$ cat src/rtl/packer_arb_pkg.sv
// packer_arb_pkg: shared types and sizing helpers for the packer arbiter.
//   state_e : arbiter FSM states (Idle, Busy, Flush)
//   idx_w   : width of a requester index, never less than one bit
//   wdog_w  : width of the idle-grant watchdog counter
package packer_arb_pkg;

   typedef enum logic [1:0] {
      ST_IDLE  = 2'd0,
      ST_BUSY  = 2'd1,
      ST_FLUSH = 2'd2
   } state_e;

   function automatic int idx_w(input int n);
      int w;
      w = $clog2(n);
      return (w < 1) ? 1 : w;
   endfunction

   function automatic int wdog_w(input int t);
      int w;
      w = $clog2(t + 1);
      return (w < 1) ? 1 : w;
   endfunction

endpackage

$ cat src/rtl/packer_arb_rr_pick.sv
// packer_arb_rr_pick: combinational round-robin picker.
// Returns the first set request at or after rr_ptr, searching upward
// with wrap-around modulo NumReq (non-power-of-two NumReq supported).
// Ports:
//   req    in  NumReq  request vector
//   rr_ptr in  IdxW    highest-priority index for this pick
//   any_o  out 1       at least one request is set
//   idx_o  out IdxW    winning index (0 when no request)
module packer_arb_rr_pick #(
   parameter int NumReq = 4,
   parameter int IdxW   = 2
) (
   input  logic [NumReq-1:0] req,
   input  logic [IdxW-1:0]   rr_ptr,
   output logic              any_o,
   output logic [IdxW-1:0]   idx_o
);

   localparam logic [IdxW:0] NReq = (IdxW + 1)'(NumReq);

   // One extra bit so rr_ptr + offset cannot overflow before the wrap.
   logic [IdxW:0] cand;

   // Walk offsets from farthest to nearest so the nearest set request
   // is the last one written and therefore wins.
   always_comb begin
      any_o = 1'b0;
      idx_o = '0;
      cand  = '0;
      for (int off = NumReq - 1; off >= 0; off--) begin
         cand = {1'b0, rr_ptr} + (IdxW + 1)'(off);
         if (cand >= NReq) begin
            cand = cand - NReq;
         end
         if (req[cand[IdxW-1:0]]) begin
            any_o = 1'b1;
            idx_o = cand[IdxW-1:0];
         end
      end
   end

endmodule

$ cat src/rtl/packer_arb.sv
// packer_arb: round-robin arbiter placing NumReq burst sources onto one
// packer input and sequencing the packer flush between bursts, so each
// requester's data is packed and emitted contiguously.
// Optional feature macro: PACKER_ARB_WDOG_EN enables an idle-grant
// watchdog that force-flushes a burst whose owner stays silent for
// TimeoutCycles Busy cycles.
// Ports:
//   clk_i, rst_i      clock, asynchronous active-high reset
//   req_valid_i       per-requester beat valid          [NumReq]
//   req_data_i        per-requester data, k at [k*InW +: InW]
//   req_mask_i        per-requester mask, same slicing
//   req_last_i        per-requester last beat of burst  [NumReq]
//   req_ready_o       per-requester ready               [NumReq]
//   pk_valid_o/pk_data_o/pk_mask_o  packer input beat
//   pk_ready_i        packer ready
//   pk_flush_o        packer flush request
//   pk_flush_done_i   packer flush complete
//   grant_valid_o     a requester owns the packer
//   grant_idx_o       owning requester index            [IdxW]
//   wdog_o            one-cycle watchdog pulse (0 without the macro)
module packer_arb
   import packer_arb_pkg::*;
#(
   parameter int  NumReq        = 4,
   parameter int  InW           = 32,
   parameter int  TimeoutCycles = 256,
   localparam int IdxW          = idx_w(NumReq)
) (
   input  logic                  clk_i,
   input  logic                  rst_i,
   input  logic [NumReq-1:0]     req_valid_i,
   input  logic [NumReq*InW-1:0] req_data_i,
   input  logic [NumReq*InW-1:0] req_mask_i,
   input  logic [NumReq-1:0]     req_last_i,
   output logic [NumReq-1:0]     req_ready_o,
   output logic                  pk_valid_o,
   output logic [InW-1:0]        pk_data_o,
   output logic [InW-1:0]        pk_mask_o,
   input  logic                  pk_ready_i,
   output logic                  pk_flush_o,
   input  logic                  pk_flush_done_i,
   output logic                  grant_valid_o,
   output logic [IdxW-1:0]       grant_idx_o,
   output logic                  wdog_o
);

   if (NumReq < 2) begin : g_bad_numreq
      $error("packer_arb: NumReq must be at least 2");
   end
   if (TimeoutCycles < 1) begin : g_bad_timeout
      $error("packer_arb: TimeoutCycles must be at least 1");
   end

   state_e          state, state_nxt;
   logic [IdxW-1:0] rr_ptr, rr_nxt;
   logic [IdxW-1:0] grant_idx, grant_nxt;
   logic            pick_any;
   logic [IdxW-1:0] pick_idx;
   logic            wdog_fire;

   logic [InW-1:0] data_arr [NumReq];
   logic [InW-1:0] mask_arr [NumReq];

   for (genvar k = 0; k < NumReq; k++) begin : g_slice
      assign data_arr[k] = req_data_i[k*InW +: InW];
      assign mask_arr[k] = req_mask_i[k*InW +: InW];
   end

   logic           g_valid, g_last;
   logic [InW-1:0] g_data, g_mask;

   assign g_valid = req_valid_i[grant_idx];
   assign g_last  = req_last_i[grant_idx];
   assign g_data  = data_arr[grant_idx];
   assign g_mask  = mask_arr[grant_idx];

   function automatic logic [IdxW-1:0] wrap_inc(input logic [IdxW-1:0] i);
      return (i == IdxW'(NumReq - 1)) ? '0 : i + IdxW'(1);
   endfunction

   packer_arb_rr_pick #(
      .NumReq (NumReq),
      .IdxW   (IdxW)
   ) u_pick (
      .req    (req_valid_i),
      .rr_ptr (rr_ptr),
      .any_o  (pick_any),
      .idx_o  (pick_idx)
   );

`ifdef PACKER_ARB_WDOG_EN
   localparam int WdW = wdog_w(TimeoutCycles);

   logic [WdW-1:0] wd_cnt;

   // Held at zero outside Busy, so every grant starts from a clean count.
   // A stalled-but-valid owner (pk_ready low) neither counts nor clears.
   always_ff @(posedge clk_i or posedge rst_i) begin
      if (rst_i) begin
         wd_cnt <= '0;
      end else if (state != ST_BUSY || (g_valid && pk_ready_i)) begin
         wd_cnt <= '0;
      end else if (!g_valid) begin
         wd_cnt <= wd_cnt + WdW'(1);
      end
   end

   // Fires in the TimeoutCycles-th consecutive silent Busy cycle.
   assign wdog_fire = (state == ST_BUSY) && !g_valid &&
                      (wd_cnt == WdW'(TimeoutCycles - 1));
`else
   assign wdog_fire = 1'b0;
`endif

   assign wdog_o        = wdog_fire;
   assign grant_valid_o = (state == ST_BUSY);
   assign grant_idx_o   = grant_idx;

   always_ff @(posedge clk_i or posedge rst_i) begin
      if (rst_i) begin
         state     <= ST_IDLE;
         rr_ptr    <= '0;
         grant_idx <= '0;
      end else begin
         state     <= state_nxt;
         rr_ptr    <= rr_nxt;
         grant_idx <= grant_nxt;
      end
   end

   always_comb begin
      state_nxt   = state;
      rr_nxt      = rr_ptr;
      grant_nxt   = grant_idx;
      req_ready_o = '0;
      pk_valid_o  = 1'b0;
      pk_data_o   = '0;
      pk_mask_o   = '0;
      pk_flush_o  = 1'b0;
      case (state)
         ST_IDLE: begin
            // Arbitration cycle: nothing is accepted here.
            if (pick_any) begin
               grant_nxt = pick_idx;
               state_nxt = ST_BUSY;
            end
         end
         ST_BUSY: begin
            pk_valid_o             = g_valid;
            pk_data_o              = g_data;
            pk_mask_o              = g_mask;
            req_ready_o[grant_idx] = pk_ready_i;
            // wdog_fire implies the owner is silent, so it never races
            // an accepted beat.
            if ((g_valid && pk_ready_i && g_last) || wdog_fire) begin
               state_nxt = ST_FLUSH;
            end
         end
         ST_FLUSH: begin
            pk_flush_o = 1'b1;
            if (pk_flush_done_i) begin
               rr_nxt    = wrap_inc(grant_idx);
               state_nxt = ST_IDLE;
            end
         end
         default: begin
            state_nxt = ST_IDLE;
         end
      endcase
   end

endmodule

$ cat config.mk
export PLATFORM = sky130hd
export DESIGN_NAME = packer_arb
export DESIGN_NICKNAME = d
export VERILOG_FILES = /design/src/rtl/packer_arb_pkg.sv /design/src/rtl/packer_arb_rr_pick.sv /design/src/rtl/packer_arb.sv
export SDC_FILE = /design/constraint.sdc
export NUM_CORES = 1
export LEC_CHECK = 0
export CORE_AREA = 2 2 132 134
export DETAILED_ROUTE_END_ITERATION = 12
export DIE_AREA = 0 0 134 136
export PLACE_DENSITY = 0.67
export SLEW_MARGIN = 20
export SYNTH_ARGS = -nofsm -noshare
export SYNTH_HDL_FRONTEND = slang
export SYNTH_SLANG_ARGS = --single-unit
$ cat constraint.sdc
create_clock -name clk_i -period 1.35 [get_ports clk_i]
set_input_delay 0.135 -clock clk_i [delete_from_list [all_inputs] [get_ports clk_i]]
set_output_delay 0.135 -clock clk_i [all_outputs]
set_load 0.03 [all_outputs]
======== After elaboration in Yosys (flattened, before gate mapping) ========
Cells that the tools add are included.
storage, ports and cells
  input port bits ......................... 268
  flip-flop bits (word level) ............. 6
  word-level logic and storage cells ...... 79
  output and inout port bits .............. 74
cells by class
  muxes and demuxes ....................... 42
  reductions and logical operators ........ 7
  equal/unequal tests ..................... 6
  order comparisons ....................... 11
  $add $sub $neg .......................... 8
  bitwise logic cells ..................... 2
operators by type and width
  kind                   number
  $mux W32               6
  $bmux W32 S2           2
  $mux W2                12
  $lt A2 B3 Y1 const B   5
  $mux W1                13
  $bmux W1 S2            6
  $ge A3 B3 Y1 const B   4
  $sub A2 B1 Y2 const B  4
  $add A2 B2 Y3 const B  2
  $pmux W2 S3            1
  $and A4 B4 Y4          1
  $eq A2 B2 Y1 const B   2
  $mux W4                1
  $ne A2 B2 Y1 const B   2
  $reduce_and A2 Y1      2
  $add A2 B1 Y3 const B  1
  $ge A2 B3 Y1 const B   1
  $logic_and A1 B1 Y1    3
  $not A2 Y3             1
  $reduce_and A3 Y1      1
  $add A2 B1 Y2 const B  1
  $demux W1 S2           1
  $eq A2 B1 Y1 const B   1
  $ge A2 B1 Y1 const B   1
  2 further kinds        2

======== Logic depth before layout (Yosys ltp) ========
Gate-level depths: netlist of run 1.
  depth after elaboration ................. 11
  mapped depth ............................ 6
  depth with buffers taken out ............ 3

======== By module ========
A second synthesis of run 1 with hierarchy kept.
unflattened totals
  cell total of the unflattened synthesis .. 208
  area, all modules ....................... 2486.1 um2
by module, submodules not included
  module              times used  cells an instance  area an instance (um2)  seq. area each (um2)
  packer_arb          1           195                2408.6                  150.1
  packer_arb_rr_pick  1           13                 77.6                    0.0

======== Worst setup path before layout of run 1 ========
OpenSTA, ideal clock, no wires.
  path kind ............................... reg2out
  start ................................... register grant_idx[1], in the netlist grant_idx_o[1]
  end ..................................... output port pk_valid_o
  path buffers ............................ 2
  setup slack ............................. -0.627 ns
  required time ........................... 1.215 ns
  arrival ................................. 1.842 ns
  stages on the path, launching flop included .. 6
  cell sequence ........................... dfrtp_1 buf_2 buf_6 mux2_2 nor2_1 a211oi_1
on the way
  longest elaborated chain between the ends .. 3
ends and longest elaborated chain
  element                        line               RTL
  start, declared                packer_arb.sv:56   logic [IdxW-1:0] grant_idx, grant_nxt;
  start signal, assigned         packer_arb.sv:127  grant_idx <= grant_nxt;
  $bmux W1 S2                    packer_arb.sv:72   assign g_valid = req_valid_i[grant_idx];
  $mux W1 (not written as such)  packer_arb.sv:72
  $mux W1                        packer_arb.sv:140  case (state)
  end, declared                  packer_arb.sv:36   output logic pk_valid_o,
Every way passes these cells. The select of a mux whose other input is x is not followed.

======== Worst setup path in the final report of run 1 ========
  start ................................... register grant_idx[0], in the netlist grant_idx_o[0]
  end ..................................... output port pk_mask_o[10]
on the way
  longest elaborated chain between the ends .. 5
ends and longest elaborated chain
  element                                       line               RTL
  $not A2 Y3 (not written as such)              packer_arb.sv:75   assign g_mask = mask_arr[grant_idx];
  $bmux W32 S2                                  packer_arb.sv:75
  $mux W32 (not written as such) (2 in series)  packer_arb.sv:75
  $mux W32                                      packer_arb.sv:140
  end, declared                                 packer_arb.sv:38   output logic [InW-1:0] pk_mask_o,
Every way passes these cells. The select of a mux whose other input is x is not followed.

==> results.json, run 1 <==
{
  "postRouteWirelength_um": 15600,
  "power_density_mw_per_mm2": 1980,
  "initial_antenna_violation_count": 0,
  "hold_slack_ps": 137,
  "drt.antenna.violating_nets": 0,
  "chipHeight_um": 136,
  "syn_area_mm2": 0.00252,
  "final_layout_size_suffix_gt1_frac": 0.474,
  "postLayoutSetupSlackWorst_ps": -687,
  "regToRegSetupSlack_ps": -260,
  "crit_path_start_kind": "flop",
  "stdcell_count": 788,
  "place.gp.congestion": 0.864,
  "footprint_of_the_multi_input_gates_mm2": 0.00263,
  "cp_slowest_stage_delay_ps": 530,
  "syn-mean-instance-area_um2": 12.1,
  "placeableCoreArea_mm2": 0.0169,
  "cts_num_sinks": 6,
  "cp_num_buf_inv": 2,
  "clockBufferDepth": 2,
  "firstDrtPassIters": 4,
  "synth-seq-cells": 6,
  "floorplan.rows": 48,
  "clkTransAtPathRegs_ps": 30,
  "post_drt_wl_per_cell_um": 19.8,
  "tritoncts_clock_tree": "yes",
  "slew_limit_fails": 0,
  "cts-hold-fix-buffers": 0,
  "dpl_worst_slack_ps": -789,
  "largest_net_degree_at_the_start_of_global_routing": 31,
  "hold_path_class": "input port to async pin",
  "pin_count": 342,
  "crit_path_end_kind": "output port",
  "number_of_nets_in_the_synthesized_netlist": 481,
  "critical-path-slowest-cell": "mux4_2",
  "yosysWarningCount": 0,
  "syn_inst": 209,
  "grt_setup_unrepaired": "true",
  "timing.critical_path.cells": "buf_12, mux4_2, nor2b_2, clkdlybuf4s15_2",
  "n_antenna_cell": 0,
  "finalClockSkew_ps": 1.37,
  "placement.io_buffers": 340,
  "timing.critical_path.required_ps": 1220,
  "report.final.hold_viol_count": 0,
  "route.detailed.drc": 0,
  "areaGrowthSynthToFinish_pct": 183,
  "ff2ff_path_depth": 5,
  "final_net_count": 836,
  "chipWidth_um": 134,
  "fillCellCount": 1559,
  "final.min_clock_period_ps": 2040,
  "max-cap-violations": 0,
  "rr_startpoint": "grant_idx_o[1]$_DFFE_PP0P_",
  "setup_violations": 76,
  "routed-via-count": 3411,
  "violations": "setup timing",
  "cp.depth": 4,
  "number_of_cells_in_the_design_after_placement": 772,
  "final.period_utilization": 1.51,
  "clk-insertion-delay-late_ps": 230,
  "final_area_mm2": 0.00714,
  "place.detailed.hpwl_um": 13100,
  "die-area_mm2": 0.0182,
  "seq_area_frac_synth": 0.0595,
  "cts-buffers-inserted": 3,
  "worst-endpoint-arrival_ps": 1900,
  "distinct_cell_type_count_of_the_synthesized_netlist": 26,
  "wire_length_of_the_first_global_routing_pass_um": 22100,
  "clockRootBuffer": "clkbuf_16",
  "drt-initial-drc-count": 75,
  "groute.usage.overall": 0.157,
  "gr_overflow_total": 0,
  "fmaxAchievable_ghz": 0.491,
  "vdd_ir_drop_max_mv": 1.23,
  "critPathCapture": "pk_mask_o[10]",
  "r2r_end": "state[1]$_DFFE_PP0P_",
  "placed_area_mm2": 0.00653,
  "criticalPathCategory": "flop to output port",
  "starting_utilization_of_the_core_area": 0.150,
  "grt_pass1_vias": 3716,
  "cp_top_family": "multiplexers",
  "static_leak_nw": 2.69,
  "routed_via_density": 4.33,
  "ff_latch_area_um2": 158,
  "critPathMaxFanout": 20,
  "status": "finished with violations",
  "setup-tns-final_ps": -42070,
  "crit_start": "grant_idx_o[0]$_DFFE_PP0P_",
  "htreeDepth": 1
}
==> layout make-up <==
cell class / count / area share
clock buffer: 4 / 0.0110
inverter: 6 / 0.00473
multi-input combinational: 173 / 0.369
sequential: 6 / 0.0221
tap: 225 / 0.0394
timing repair buffer: 374 / 0.554
==> through the flow <==
| step | total power, mW | utilization |
|---|---|---|
| 3_3_place_gp | 12.2 | 0.387 |
| 3_5_place_dp | 12.3 | 0.387 |
| 2_1_floorplan | 7.69 | - |
| 6_report | 14.1 | 0.423 |
| 4_1_cts | 13.8 | 0.415 |
| 5_1_grt | 14.8 | 0.423 |
==> per-layer routing <==
metal	wire [um]	GRT usage
met1	6070	0.189
met2	8320	0.296
met3	1040	0.0362
met4	161	0.0130
met5	0	0
==> state kept, by name (all words and copies together) (netlist names) <==
signal       cells
grant_idx_o      2
rr_ptr           2
state            2
==> logic make-up after synthesis <==
group,synth area share
buf+inv,0.0773
mux,0.601
flops,0.0595
other cells,0.00149
compound gates,0.0332
fa+ha+maj,0.0198
simple gates,0.208
==> cells in the mapped netlist (all sizes together) <==
master   n  share of area
o41ai    1         0.0035
nor2b   67           0.17
dfrtp    6          0.059
mux2i    3          0.012
inv      6         0.0089
nand2    3         0.0045
o31ai    3         0.0089
ha       4          0.020
nor2     4         0.0059
a21oi    2         0.0040
nor4     3         0.0074
buf     18          0.059
nand2b   3         0.0074
mux4    64           0.57
a211oi   1         0.0030
a311oi   2         0.0069
a21o     1         0.0030
clkbuf   6         0.0089
a311o    1         0.0040
and3     5          0.014
mux2     4          0.018
or3      1         0.0025
conb     1         0.0015
==> placed cells by master (no fill, tap or decap), types with 4 or more instances in the layout <==
master,netlist,layout
and3_4,1,5
clkdlybuf4s50_1,0,267
buf_4,4,18
mux4_2,64,64
buf_8,0,4
buf_6,8,42
nor2b_2,0,36
buf_12,0,13
dfrtp_1,6,4
nor2b_4,0,29
clkdlybuf4s15_2,0,29
==> how the worst min path moves through the flow <==
stage                                        to
after floorplan           rr_ptr[0]$_DFFE_PP0P_
after global placement    rr_ptr[0]$_DFFE_PP0P_
after detailed placement  rr_ptr[0]$_DFFE_PP0P_
after CTS                  state[1]$_DFFE_PP0P_
after global routing       state[1]$_DFFE_PP0P_
final                      state[1]$_DFFE_PP0P_
==> worst reg2reg max path: stages, from the launching register on <==
cell and delay [ps]:
dfrtp_4 500, buf_6 150, buf_8 130, mux2_4 290, and3_4 150, a311o_1 260
==> repair_timing <==
action | in CTS | in global routing
cloned | 1 | 0
resized for setup | 250 | 36
pin swaps | 3 | 1
endpoints found under the setup margin | 78 | 78
setup buffers | 10 | 2
==> power by group <==
part | total [mW] | switching, mW | internal [mW]
Combinational | 13.3 | 6.52 | 6.74
Clock | 0.490 | 0.0981 | 0.392
Sequential | 0.383 | 0.113 | 0.271
Note: power is estimated with default switching activity, not from simulation.
==> inputs of run 2 (changes only) <==
--- a/config.mk
+++ b/config.mk
@@ -5,10 +5,10 @@
 export SDC_FILE = /design/constraint.sdc
 export NUM_CORES = 1
 export LEC_CHECK = 0
-export CORE_AREA = 2 2 132 134
+export CORE_AREA = 2 2 131 133
 export DETAILED_ROUTE_END_ITERATION = 12
-export DIE_AREA = 0 0 134 136
-export PLACE_DENSITY = 0.67
+export DIE_AREA = 0 0 133 135
+export PLACE_DENSITY = 0.65
 export SLEW_MARGIN = 20
 export SYNTH_ARGS = -nofsm -noshare
 export SYNTH_HDL_FRONTEND = slang
==> constraint.sdc (replaced) <==
create_clock -name clk_i -period 2.6 [get_ports clk_i]
set_input_delay 0.26 -clock clk_i [delete_from_list [all_inputs] [get_ports clk_i]]
set_output_delay 0.26 -clock clk_i [all_outputs]
set_load 0.03 [all_outputs]
==> run 2 against run 1 <==
Net effect:
- the run now ends clean
- worst hold slack gained 110 ps
- worst setup slack better by 750 ps
- clock skew is 3.1 ps higher
- non-clock buffer count fell by 28
- design area shrank 12%
- sequential power decreased by 46%
- register-to-register slack better by 1200 ps
- first-iteration DRC count grew 32%
- wire length fell by 4.2%
- die area shrank 1.5%
- total power shrank 58%
- flip-flop and latch count is the same
- critical path type unchanged
- critical endpoint is now pk_data_o[4]
- largest power group unchanged
==> results.json, run 2 (synthesis gave the netlist of run 1 again) <==
{
  "status": "finished, final reports clean",
  "pin_count": 342,
  "place.gp.congestion": 0.934,
  "finalClockSkew_ps": 4.47,
  "most_common_cell_after_layout_fill_and_taps_aside": "clkdlybuf4s50_1",
  "routed_via_density": 4.36,
  "r2r_end": "state[1]$_DFFE_PP0P_",
  "timing.critical_path.required_ps": 2340,
  "hold_path_class": "input port to async pin",
  "rr_startpoint": "grant_idx_o[1]$_DFFE_PP0P_",
  "regToRegSetupSlack_ps": 890,
  "n_antenna_cell": 0,
  "final_cell_mix": "318 x clkdlybuf4s50_1, 67 x nor2b_1, 64 x mux4_2, 11 x buf_4, 9 x dlymetal6s2s_1",
  "vdd_ir_drop_max_mv": 0.575,
  "final_area_mm2": 0.00625,
  "number_of_cells_in_the_design_after_placement": 751,
  "power_density_mw_per_mm2": 950,
  "critPathMaxFanout": 38,
  "setup-tns-final_ps": 0,
  "largest_net_degree_at_the_start_of_global_routing": 39,
  "setup_violations": 0,
  "place.detailed.hpwl_um": 12900,
  "final_net_count": 808,
  "post_drt_wl_per_cell_um": 19.8,
  "clkTransAtPathRegs_ps": 40,
  "chipWidth_um": 133,
  "starting_utilization_of_the_core_area": 0.154,
  "wire_length_of_the_first_global_routing_pass_um": 21300,
  "tritoncts_clock_tree": "yes",
  "final.min_clock_period_ps": 2540,
  "postRouteWirelength_um": 14900,
  "max-cap-violations": 0,
  "slew_limit_fails": 0,
  "gr_overflow_total": 0,
  "fmaxAchievable_ghz": 0.394,
  "chipHeight_um": 135,
  "routed-via-count": 3294,
  "clockRootBuffer": "clkbuf_16",
  "static_leak_nw": 2.30,
  "stdcell_count": 755,
  "initial_antenna_violation_count": 2,
  "dpl_worst_slack_ps": 254,
  "timing.max_slew.rel_slack": 0.642,
  "final_layout_size_suffix_gt1_frac": 0.176,
  "cts_num_sinks": 6,
  "floorplan.rows": 47,
  "worstMarginPinSlew_ps": 532,
  "placed_area_mm2": 0.00615,
  "postLayoutSetupSlackWorst_ps": 63.0,
  "clockBufferDepth": 2,
  "die-area_mm2": 0.0180,
  "htreeDepth": 1,
  "grt_pass1_vias": 3488,
  "drt.antenna.violating_nets": 0,
  "ff2ff_path_depth": 4,
  "placement.io_buffers": 340,
  "cts-buffers-inserted": 3,
  "final.period_utilization": 0.976,
  "criticalPathCategory": "flop to output port",
  "groute.usage.overall": 0.154,
  "drt-initial-drc-count": 99,
  "worst-endpoint-arrival_ps": 2280,
  "crit_path_start_kind": "flop",
  "areaGrowthSynthToFinish_pct": 148,
  "cts-hold-fix-buffers": 0,
  "placeableCoreArea_mm2": 0.0164,
  "crit_path_end_kind": "output port",
  "route.detailed.drc": 0,
  "clk-insertion-delay-late_ps": 230,
  "grt_setup_unrepaired": "true",
  "report.final.hold_viol_count": 0,
  "firstDrtPassIters": 4
}
-- run 2: changes by cell type in the layout (fill, tap and decap cells not counted), sizes merged --
cell and delta:
clkdlybuf4s15 -29, inv +1, clkdlybuf4s50 +51, clkinvlp -1
buf -59, dlymetal6s2s +9
-- run 2: worst max-delay path, cell delays in order (launching register included) --
cell and delay, ps:
dfrtp_4 430, buf_12 270, mux4_2 550, nor2b_1 150, clkdlybuf4s50_1 600
-- run 2: worst max-delay path by stage --
stage / slack [ps] / from / depth (start not counted) / endpoint
after detailed placement: 250 / grant_idx_o[0]$_DFFE_PP0P_ / 4 / pk_data_o[24]
after global routing: -6 / grant_idx_o[0]$_DFFE_PP0P_ / 4 / pk_data_o[4]
after global placement: 280 / grant_idx_o[0]$_DFFE_PP0P_ / 4 / pk_data_o[24]
after floorplan: 500 / grant_idx_o[1]$_DFFE_PP0P_ / 5 / pk_valid_o
after CTS: 6 / grant_idx_o[0]$_DFFE_PP0P_ / 4 / pk_data_o[24]
final: 60 / grant_idx_o[0]$_DFFE_PP0P_ / 4 / pk_data_o[4]
-- run 2: routing by layer --
metal,GRT usage,up-vias,share of wire
met3,0.0413,20,0.082
met1,0.176,1599,0.37
li1,-,1485,-
met5,0,-,0.00074
met2,0.290,188,0.53
met4,0.0263,2,0.015
-- run 2: stage by stage --
stage          power, mW   util  hold slack [ps]
3_3_place_gp        5.72  0.375              489
3_5_place_dp        5.76  0.375              502
4_1_cts             6.04  0.380              258
5_1_grt             6.24  0.381              299
2_1_floorplan       3.57      -             51.0
6_report            5.94  0.381              248
-- run 2: where the power goes --
part	switching, mW	internal (mW)
logic	2.83	2.65
clock network	0.0582	0.204
registers	0.0681	0.138
-- run 2: cell type report --
| cell class | instances | area (um^2) |
|---|---|---|
| fillers | 1562 | 10200 |
| well taps | 220 | 275 |
| clock buffers | 4 | 78.8 |
| inverters | 6 | 22.5 |
| multi-input cells | 173 | 2180 |
| repair buffers | 346 | 3540 |
| flip-flops and latches | 6 | 155 |
-- run 2: timing repair --
item | 4_1_cts | 5_1_grt
resized for setup | 0 | 9
endpoints found under the setup margin | 0 | 11
buffers inserted | 0 | 0
==> inputs of run 3 (changes only) <==
--- a/config.mk
+++ b/config.mk
@@ -9,6 +9,7 @@
 export DETAILED_ROUTE_END_ITERATION = 12
 export DIE_AREA = 0 0 133 135
 export PLACE_DENSITY = 0.65
+export REMOVE_ABC_BUFFERS = 1
 export SLEW_MARGIN = 20
 export SYNTH_ARGS = -nofsm -noshare
 export SYNTH_HDL_FRONTEND = slang
==> run 3 against run 2 <==
Net effect:
- utilization grew 0.11 points
- design area grew 0.28%
- register-to-register slack is essentially flat
- largest cell class unchanged
- wire length shrank 4.8%
==> results.json, run 3 (synthesis gave the netlist of run 1 again) <==
{
  "die-area_mm2": 0.0180,
  "worst-endpoint-arrival_ps": 2300,
  "clkTransAtPathRegs_ps": 40,
  "largest_net_degree_at_the_start_of_global_routing": 65,
  "gr_overflow_total": 0,
  "clockBufferDepth": 2,
  "routed_via_density": 4.36,
  "cts.repair.resized": 24,
  "placement.io_buffers": 340,
  "final_area_mm2": 0.00627,
  "routed-via-count": 3299,
  "fillCellCount": 1568,
  "cts-buffers-inserted": 3,
  "chipHeight_um": 135,
  "crit_path_start_kind": "flop",
  "timing.critical_path.required_ps": 2340,
  "tritoncts_clock_tree": "yes",
  "route.detailed.drc": 0,
  "finalClockSkew_ps": 4.56,
  "criticalPathCategory": "flop to output port",
  "starting_utilization_of_the_core_area": 0.154,
  "power_density_mw_per_mm2": 918,
  "max-cap-violations": 0,
  "grt_setup_unrepaired": "true",
  "groute.usage.overall": 0.148,
  "status": "finished, final reports clean",
  "worstMarginPinSlew_ps": 607,
  "cts_num_sinks": 6,
  "chipWidth_um": 133,
  "vdd_ir_drop_max_mv": 0.597,
  "place.gp.congestion": 0.941,
  "wire_length_of_the_first_global_routing_pass_um": 20900,
  "cts_setup_buffers": 0,
  "firstDrtPassIters": 4,
  "final.period_utilization": 0.987,
  "postRouteWirelength_um": 14200,
  "hold_path_class": "input port to async pin",
  "grt_pass1_vias": 3521,
  "cts-hold-fix-buffers": 0,
  "static_leak_nw": 2.52,
  "clk-insertion-delay-late_ps": 230,
  "placed_area_mm2": 0.00615,
  "total_power_mw": 5.76,
  "final_layout_size_suffix_gt1_frac": 0.172,
  "floorplan.rows": 47,
  "setup_violations": 0,
  "critPathMaxFanout": 33,
  "final_cell_mix": "282 x clkdlybuf4s50_1, 67 x nor2b_1, 64 x mux4_2, 24 x dlygate4sd2_1, 23 x dlymetal6s2s_1",
  "finish.utilization": 0.382,
  "final.min_clock_period_ps": 2560,
  "placeableCoreArea_mm2": 0.0164,
  "htreeDepth": 1,
  "drt.antenna.violating_nets": 0,
  "initial_antenna_violation_count": 1,
  "fmaxAchievable_ghz": 0.390,
  "pin_count": 342,
  "crit_path_end_kind": "output port",
  "timing.max_slew.rel_slack": 0.592,
  "clockRootBuffer": "clkbuf_16",
  "areaGrowthSynthToFinish_pct": 148,
  "most_common_cell_after_layout_fill_and_taps_aside": "clkdlybuf4s50_1",
  "post_drt_wl_per_cell_um": 18.8,
  "final_net_count": 808,
  "slew_limit_fails": 0,
  "place.detailed.hpwl_um": 12000,
  "report.final.hold_viol_count": 0,
  "drt-initial-drc-count": 62
}
[run 3: cell types whose count changed in the layout (fill, tap and decap cells not counted)]
cell / change
buf_4: -1
dfrtp_2: -1
dfrtp_4: +1
clkdlybuf4s50_1: -36
diode_2: +1
buf_12: -3
dlymetal6s2s_1: +14
buf_16: +2
dlygate4sd2_1: +24
[run 3: routing by layer]
metal / GRT usage / part of all wire
met4: 0.0245 / 0.014
met5: 0 / 0
met2: 0.276 / 0.52
met3: 0.0278 / 0.074
met1: 0.180 / 0.39
[run 3: final cells by class]
type                            count  area [um^2]  share of cell area
Tap cell                          220          275              0.0439
Antenna cell                        1         2.50            0.000399
Timing Repair Buffer              346         3550               0.566
Multi-Input combinational cell    173         2180               0.348
Clock buffer                        4         78.8              0.0126
Inverter                            6         22.5             0.00359
Sequential cell                     6          158              0.0251
[run 3: through the flow]
step | TNS, ps | setup WS, ps | cells | hold WS, ps
after floorplan | -108960 | -1500 | 185 | 51.0
after global placement | 0 | 240 | 751 | 498
after detailed placement | 0 | 206 | 751 | 509
after CTS | -2.57 | -2.57 | 755 | 265
after global routing | -75.8 | -68.1 | 756 | 294
final | 0 | 35.0 | 756 | 258
[run 3: worst max-delay path: stages, from the launching register on]
cell	delay (ps)
dfrtp_4	540
buf_16	260
mux4_2	520
nor2b_1	140
clkdlybuf4s50_1	590
[run 3: final timing paths]
check	start	endpoint	slack [ps]	cells after the start
setup / recovery	grant_idx_o[0]$_DFFE_PP0P_	pk_mask_o[1]	40	4
hold / removal	rst_i	rr_ptr[0]$_DFFE_PP0P_	260	2
setup reg to reg	grant_idx_o[1]$_DFFE_PP0P_	state[1]$_DFFE_PP0P_	900	4
hold reg to reg	rr_ptr[0]$_DFFE_PP0P_	rr_ptr[0]$_DFFE_PP0P_	570	1
max in group asynchronous	rst_i	grant_idx_o[1]$_DFFE_PP0P_	2110	2
min in group clk_i	rr_ptr[0]$_DFFE_PP0P_	rr_ptr[0]$_DFFE_PP0P_	570	1
[run 3: where the power goes]
part	internal [mW]	leakage, nW	switching, mW
sequential	0.140	0.0727	0.0861
combinational	2.47	2.41	2.80
clock	0.204	0.0382	0.0587
